## src/rtl/dsp_mac_array_if.sv

```systemverilog
// rtl/dsp_mac_array_if.sv - operand/result bundle for dsp_mac_array
// DSP_MAC_ACCUM_EN adds the accumulator clear and sticky overflow signals.
interface dsp_mac_array_if #(
  parameter int LANES = 5
);
  logic               dsp_ce;
  logic signed [17:0] dsp_a0 [0:LANES-1];
  logic signed [17:0] dsp_b0 [0:LANES-1];
  logic signed [36:0] dsp_out [0:LANES-1];
  logic               dsp_valid;
`ifdef DSP_MAC_ACCUM_EN
  logic               dsp_acc_clr;
  logic [LANES-1:0]   dsp_ovf;

  modport master (
    output dsp_ce, dsp_a0, dsp_b0, dsp_acc_clr,
    input  dsp_out, dsp_valid, dsp_ovf
  );
  modport slave (
    input  dsp_ce, dsp_a0, dsp_b0, dsp_acc_clr,
    output dsp_out, dsp_valid, dsp_ovf
  );
`else
  modport master (
    output dsp_ce, dsp_a0, dsp_b0,
    input  dsp_out, dsp_valid
  );
  modport slave (
    input  dsp_ce, dsp_a0, dsp_b0,
    output dsp_out, dsp_valid
  );
`endif
endinterface

```

## src/rtl/dsp_mac_array.sv

```systemverilog
// rtl/dsp_mac_array.sv - per-lane 18x18 signed multiplier pipeline with clock enable
// Defining DSP_MAC_ACCUM_EN appends a wrapping 37-bit accumulator with sticky overflow per lane.
module dsp_mac_array #(
  parameter int LANES   = 5,
  parameter int LATENCY = 1
) (
  input  logic               clk,
  input  logic               rst_n,
  dsp_mac_array_if.slave     bus
);

  logic signed [35:0] prod [0:LANES-1];
  logic signed [36:0] pipe [0:LATENCY-1][0:LANES-1];
  logic [LATENCY-1:0] vld;

  // Operands widened first so the full 36-bit product is formed, including (-2^17)^2.
  always_comb begin
    for (int i = 0; i < LANES; i++) begin
      prod[i] = 36'(bus.dsp_a0[i]) * 36'(bus.dsp_b0[i]);
    end
  end

  always_ff @(posedge clk or negedge rst_n) begin
    if (!rst_n) begin
      vld <= '0;
      for (int s = 0; s < LATENCY; s++) begin
        for (int i = 0; i < LANES; i++) begin
          pipe[s][i] <= '0;
        end
      end
    end else if (bus.dsp_ce) begin
      vld[0] <= 1'b1;
      for (int i = 0; i < LANES; i++) begin
        pipe[0][i] <= 37'(prod[i]);
      end
      for (int s = 1; s < LATENCY; s++) begin
        vld[s] <= vld[s-1];
        for (int i = 0; i < LANES; i++) begin
          pipe[s][i] <= pipe[s-1][i];
        end
      end
    end
  end

  assign bus.dsp_valid = vld[LATENCY-1];

`ifdef DSP_MAC_ACCUM_EN
  logic signed [36:0] acc      [0:LANES-1];
  logic signed [36:0] acc_base [0:LANES-1];
  logic signed [36:0] acc_sum  [0:LANES-1];
  logic [LANES-1:0]   acc_wrap;
  logic [LANES-1:0]   ovf_q;

  // Signed overflow: addends agree in sign but the wrapped sum does not.
  always_comb begin
    for (int i = 0; i < LANES; i++) begin
      acc_base[i] = bus.dsp_acc_clr ? '0 : acc[i];
      acc_sum[i]  = acc_base[i] + pipe[LATENCY-1][i];
      acc_wrap[i] = (acc_base[i][36] == pipe[LATENCY-1][i][36]) &&
                    (acc_sum[i][36] != acc_base[i][36]);
    end
  end

  always_ff @(posedge clk or negedge rst_n) begin
    if (!rst_n) begin
      ovf_q <= '0;
      for (int i = 0; i < LANES; i++) begin
        acc[i] <= '0;
      end
    end else if (bus.dsp_ce) begin
      for (int i = 0; i < LANES; i++) begin
        if (vld[LATENCY-1]) begin
          acc[i] <= acc_sum[i];
        end else if (bus.dsp_acc_clr) begin
          acc[i] <= '0;
        end
        ovf_q[i] <= (bus.dsp_acc_clr ? 1'b0 : ovf_q[i]) | (vld[LATENCY-1] & acc_wrap[i]);
      end
    end
  end

  assign bus.dsp_ovf = ovf_q;

  always_comb begin
    for (int i = 0; i < LANES; i++) begin
      bus.dsp_out[i] = acc[i];
    end
  end
`else
  always_comb begin
    for (int i = 0; i < LANES; i++) begin
      bus.dsp_out[i] = pipe[LATENCY-1][i];
    end
  end
`endif

endmodule

```

## src/flat_wrapper.sv

```systemverilog
// flat-port wrapper written by rule: the top's interface ports become plain ports
module dsp_mac_array_flat 
#(
  parameter int LANES   = 5,
  parameter int LATENCY = 1
)
  (clk, rst_n, bus_dsp_ce, bus_dsp_a0, bus_dsp_b0, bus_dsp_out, bus_dsp_valid);
  dsp_mac_array_if #(.LANES(LANES)) bus_i ();
  input  logic clk;
  input  logic rst_n;
  input wire logic [$bits(bus_i.dsp_ce)-1:0] bus_dsp_ce;
  input wire logic [$bits(bus_i.dsp_a0)-1:0] bus_dsp_a0;
  input wire logic [$bits(bus_i.dsp_b0)-1:0] bus_dsp_b0;
  output wire logic [$bits(bus_i.dsp_out)-1:0] bus_dsp_out;
  output wire logic [$bits(bus_i.dsp_valid)-1:0] bus_dsp_valid;
  assign bus_i.dsp_ce = bus_dsp_ce;
  assign bus_i.dsp_a0 = {>>{bus_dsp_a0}};
  assign bus_i.dsp_b0 = {>>{bus_dsp_b0}};
  assign bus_dsp_out = {>>{bus_i.dsp_out}};
  assign bus_dsp_valid = bus_i.dsp_valid;
  dsp_mac_array #(.LANES(LANES), .LATENCY(LATENCY)) u_core (.clk(clk), .rst_n(rst_n), .bus(bus_i));
endmodule
```

## config.mk

```make
export PLATFORM = sky130hd
export DESIGN_NAME = dsp_mac_array_flat
export DESIGN_NICKNAME = d
export VERILOG_FILES = /design/src/rtl/dsp_mac_array_if.sv /design/src/rtl/dsp_mac_array.sv /design/src/flat_wrapper.sv
export SDC_FILE = /design/constraint.sdc
export NUM_CORES = 2
export LEC_CHECK = 0
export CAP_MARGIN = 20
export CORE_ASPECT_RATIO = 1.25
export CORE_UTILIZATION = 64
export CTS_BUF_LIST = sky130_fd_sc_hd__clkbuf_4 sky130_fd_sc_hd__clkbuf_8
export CTS_CLUSTER_DIAMETER = 50
export CTS_CLUSTER_SIZE = 10
export DETAILED_ROUTE_END_ITERATION = 7
export PLACE_DENSITY = 0.92
export SETUP_SLACK_MARGIN = 0.5
export SLEW_MARGIN = 30
export SYNTH_ARGS = -nofsm -noshare
export SYNTH_HDL_FRONTEND = slang
export SYNTH_SLANG_ARGS = --single-unit
```

## constraint.sdc

```tcl
create_clock -name clk -period 1.1 [get_ports clk]
set_input_delay 0.165 -clock clk [delete_from_list [all_inputs] [get_ports clk]]
set_output_delay 0.165 -clock clk [all_outputs]
set_load 0.02 [all_outputs]
```

==> flow_summary_export.csv, run 1 <==
group,metric,value,unit
outcome,outcome,"aborted with a tool error",
outcome,haltStage,"global routing (5_1_grt)",
outcome,firstError,"[ERROR GRT-0116] Global routing finished with congestion. Check the congestion regions in the DRC Viewer.",
synthesis,syn_nets,9422,
synthesis,synth.yosys.seq_area_share,6.75,%
synthesis,ys_warn_count,0,
placed_design,gp_congestion,0.992,
die,die_h,364,um
global_route,grt_use_total,79.1,%
cts,clock_path_buffers,2,
synthesis,synthFlopType,"dfrtp_1",
synthesis,synth_commonest_cells,"1,828 x inv_1, 1,645 x fa_1, 817 x and2_1, 811 x nand2_1, 465 x ha_1",
synthesis,synth_area,67100,sq um
global_route,grt_pass1_wl,625000,um
cts,htreeDepth,4,
synthesis,ys_ff_latch,181,
placed_design,hpwl,187000,um
die,start_util,64.7,%
synthesis,synthDistinctLibCells,75,
synthesis,synth_top_cell_area_share,49.1,%
synthesis,synth_edf_count,0,
synthesis,yosys.area.top_type,"fa_1",
die,io_pins,369,
placed_design,portBuffers,368,
synthesis,async_reset_ff_share,100,%
cts,clock-sinks,181,
cts,cts_root_buffer,"clkbuf_8",
cts,numCtsBuffers,17,
synthesis,netlist_instances,7129,
synthesis,syn_area_per_cell,9.41,sq um
global_route,grt_max_degree,52,
die,num_rows,132,
synthesis,yosysMostFrequentCell,"inv_1",
synthesis,synth_area_leaders,"fa_1 49%, inv_1 10%, ha_1 8.7%, and2_1 7.6%, dfrtp_1 6.8%",
global_route,grt_pass1_vias,90300,
global_route,grt-ovfl-total,1029,
die,fp.dieW,292,um
[through the flow]
step | setup WS [ns] | cells | instance area, sq um
floorplan | -4.55 | 7129 | 71700
global placement | -5.27 | 9600 | 82600
detailed placement | -5.50 | 9600 | 82600
CTS | -4.34 | 10000 | 89800
[metal layers]
layer  GRT usage, %  overflow
met5           30.8         4
met4           80.3       365
met3           67.0        19
met2           96.2       612
met1           76.1        29
[logic make-up after synthesis]
| kind of cell | share of synthesized area, % |
|---|---|
| adders and majority gates | 57.8 |
| buffers and inverters | 11.7 |
| and+or+nand+nor | 14.7 |
| AOI/OAI and AO/OA | 4.93 |
| DFF | 6.75 |
| xor gates and xnor gates | 2.08 |
| muxes | 1.98 |
[repair_timing]
item	CTS
gates cloned	27
pin swaps	732
setup endpoints to repair	367
hold buffers	3
gates resized for setup	1743
buffers inserted	372
endpoints found under the hold margin	189
==> run 2, diff against run 1 <==
- CORE_ASPECT_RATIO: 1.25 -> unset
- CORE_UTILIZATION: 64 -> 40
- CTS_BUF_LIST: sky130_fd_sc_hd__clkbuf_4 sky130_fd_sc_hd__clkbuf_8 -> unset
- CTS_CLUSTER_DIAMETER: 50 -> unset
- CTS_CLUSTER_SIZE: 10 -> unset
- PLACE_DENSITY: 0.92 -> unset
- PLACE_DENSITY_LB_ADDON: unset -> 0.15
- SETUP_SLACK_MARGIN: 0.5 -> unset
==> run 2 against run 1 <==
Against the previous run: the flow now finishes, with violations (setup timing); area after synthesis unchanged; synthesized cell count unchanged.
==> flow_summary_export.csv, run 2 <==
group,metric,value,unit
timing,tightest_slew,0.450,ns
timing,min_period,5.40,ns
detailed_routing,viasPerCell,4.81,
timing,slew-limit-headroom,70.0,%
synthesis,synth.yosys.seq_area_share,6.75,%
synthesis,synth_area_leaders,"fa_1 49%, inv_1 10%, ha_1 8.7%, and2_1 7.6%, dfrtp_1 6.8%",
detailed_routing,dr.pass1.iters,6,
die,fp.dieW,411,um
die,io_pins,369,
synthesis,yosys.area.top_type,"fa_1",
timing,fmax,185,MHz
synthesis,async_reset_ff_share,100,%
finish,fill_cells,14400,
synthesis,syn_nets,9422,
global_route,grt_pass1_wl,325000,um
timing,setup_violations,359,
worst_setup_path,worstPathMaxFanout,5,
synthesis,yosysMostFrequentCell,"inv_1",
synthesis,ys_warn_count,0,
finish,largest_register_ff_count,180,
worst_setup_path,crit_buf_inv,8,
cts,clock_path_buffers,2,
synthesis,synthDistinctLibCells,75,
finish,final_cell_mix,"1,585 x inv_1, 1,470 x fa_1, 1,127 x buf_4, 673 x nand2_1, 610 x and2_1",
worst_setup_path,worstPathCellList,"buf_8 -> buf_6 -> and2_4 -> fa_1 -> inv_2 -> fa_1 -> fa_1 -> inv_2 -> fa_1 -> fa_1 -> inv_2 -> fa_1 -> inv_2 -> ha_4 -> a21oi_2 -> o21a_1 -> o211a_1 -> o31ai_4 -> o211ai_1 -> buf_4 -> a2111oi_4 -> buf_4 -> or3_1 -> a31oi_1",
synthesis,ys_ff_latch,181,
outcome,outcome,"complete, but fails checks",
cts,path_clk_slew,0.09,ns
finish,final_common_cell,"inv_1",
placed_design,hpwl,160000,um
placed_design,portBuffers,368,
hold_path,min_path_type,"input port to async pin",
global_route,grt_pass1_vias,58500,
worst_setup_path,r2r_slack,0.01,ns
timing,rsz0062_at_grt,"yes",
worst_setup_path,cp_common_cell,"fa_1",
timing,finalCritPeriodShare,491,%
finish,layout.nets,11100,
die,die_h,411,um
placed_design,gp_congestion,0.885,
worst_setup_path,critPathSlowestCell,"fa_1",
synthesis,synth_commonest_cells,"1,828 x inv_1, 1,645 x fa_1, 817 x and2_1, 811 x nand2_1, 465 x ha_1",
worst_setup_path,arrival,5.86,ns
detailed_routing,drtIter0Drc,3028,
flow_run,max_cap_viol_count,0,
cts,clock_latency,0.54,ns
worst_setup_path,path_class,"input port to flip-flop",
global_route,grt-ovfl-total,0,
synthesis,synthFlopType,"dfrtp_1",
die,num_rows,149,
timing,finalClockSkew,0,ns
global_route,grt_use_total,24.6,%
finish,syn2layout_area_growth,40.4,%
detailed_routing,detail_route.wl_per_cell,18.2,um
worst_setup_path,required,1.57,ns
worst_setup_path,cp_top_family,"adder cells",
die,core,166000,sq um
cts,cts_root_buffer,"clkbuf_16",
synthesis,synth_top_cell_area_share,49.1,%
synthesis,syn_area_per_cell,9.41,sq um
finish,fin_util,56.8,%
global_route,grt_max_degree,43,
cts,numCtsBuffers,17,
timing,drv_slew,0,
die,start_util,40.5,%
timing,hold_violations,0,
detailed_routing,drtAntennaViolNets,0,
synthesis,synth_area,67100,sq um
worst_setup_path,start_kind,"input port",
cts,htreeDepth,4,
cts,clock-sinks,181,
worst_setup_path,slowest_delay,0.56,ns
detailed_routing,num_vias,52900,
global_route,antenna_found_initial,2,
placed_design,dp_slack,-5.31,ns
detailed_routing,drc_errors,0,
finish,drive_gt1_share,35.8,%
outcome,failed_checks,"setup timing",
synthesis,netlist_instances,7129,
synthesis,synth_edf_count,0,
detailed_routing,finalWirelength,201000,um
cts,cts_tree,"done",
die,dieArea,169000,sq um
worst_setup_path,cp-end-kind,"flip-flop",
timing,fin_ws,-4.30,ns
run 2: cell counts after synthesis:
No cell type changed its count.
run 2: worst paths after layout:
kind,cells past startpoint,from,to
hold / removal,2,rst_n,u_core.bus.dsp_out[37]
hold reg to reg,1,u_core.bus.dsp_valid,u_core.bus.dsp_valid
setup / recovery,24,bus_dsp_b0[24],u_core.bus.dsp_out[72]
max in group asynchronous,3,rst_n,u_core.bus.dsp_out[47]
min in group clk,3,bus_dsp_ce,u_core.bus.dsp_out[109]
setup reg to reg,2,u_core.bus.dsp_out[146],u_core.bus.dsp_out[146]
run 2: through the flow:
step	instance area [sq um]	setup TNS [ns]	cells	hold WS (ns)
after floorplan	71400	-583.59	7129	-0.131
after global placement	84600	-761.48	10500	0.0199
after detailed placement	84600	-766.21	10500	0.0192
after CTS	92100	-686.99	10900	0.00313
after global routing	94200	-711.79	11000	0.0248
final	94200	-679.13	11000	0.0533
run 2: layout make-up:
class	instances	area [sq um]	share of cell area, %
clock inverters	15	215	0.229
diodes	2	5.00	0.00532
flip-flops and latches	181	4530	4.81
well taps	2189	2740	2.91
inverters	1828	6900	7.32
repair inverters	1	7.51	0.00797
clock buffers	17	425	0.452
repair buffers	1919	19200	20.4
multi-input cells	4856	60200	63.9
run 2: cell families after synthesis:
kind of cell / after synthesis / share of synthesized area (%)
adder cells (fa/ha/maj): 2110 / 57.8
buffers and inverters: 2092 / 11.7
AND/OR/NAND/NOR: 1972 / 14.7
AO/OA/AOI/OAI: 497 / 4.93
flip-flops: 181 / 6.75
XOR/XNOR: 159 / 2.08
multiplexers: 118 / 1.98
run 2: routing by layer:
layer | up-vias | GRT usage, % | share of wire, %
met2 | 1229 | 40.6 | 48
met4 | 0 | 5.79 | 2.5
li1 | 24200 | - | -
met5 | - | 0 | 0
met3 | 241 | 3.07 | 5.0
met1 | 27200 | 34.3 | 44
run 2: what timing repair did:
| action | 4_1_cts | 5_1_grt |
|---|---|---|
| endpoints found under the hold margin | 181 | 0 |
| gates cloned | 60 | 2 |
| buffers inserted | 366 | 97 |
| endpoints found under the setup margin | 361 | 359 |
| resized for setup | 1594 | 524 |
| pin swaps | 639 | 446 |
| hold buffers | 2 | 0 |
Power of run 2 is not shown: default switching activity piles up to over one toggle a cycle in this logic, so the estimate is an artifact.
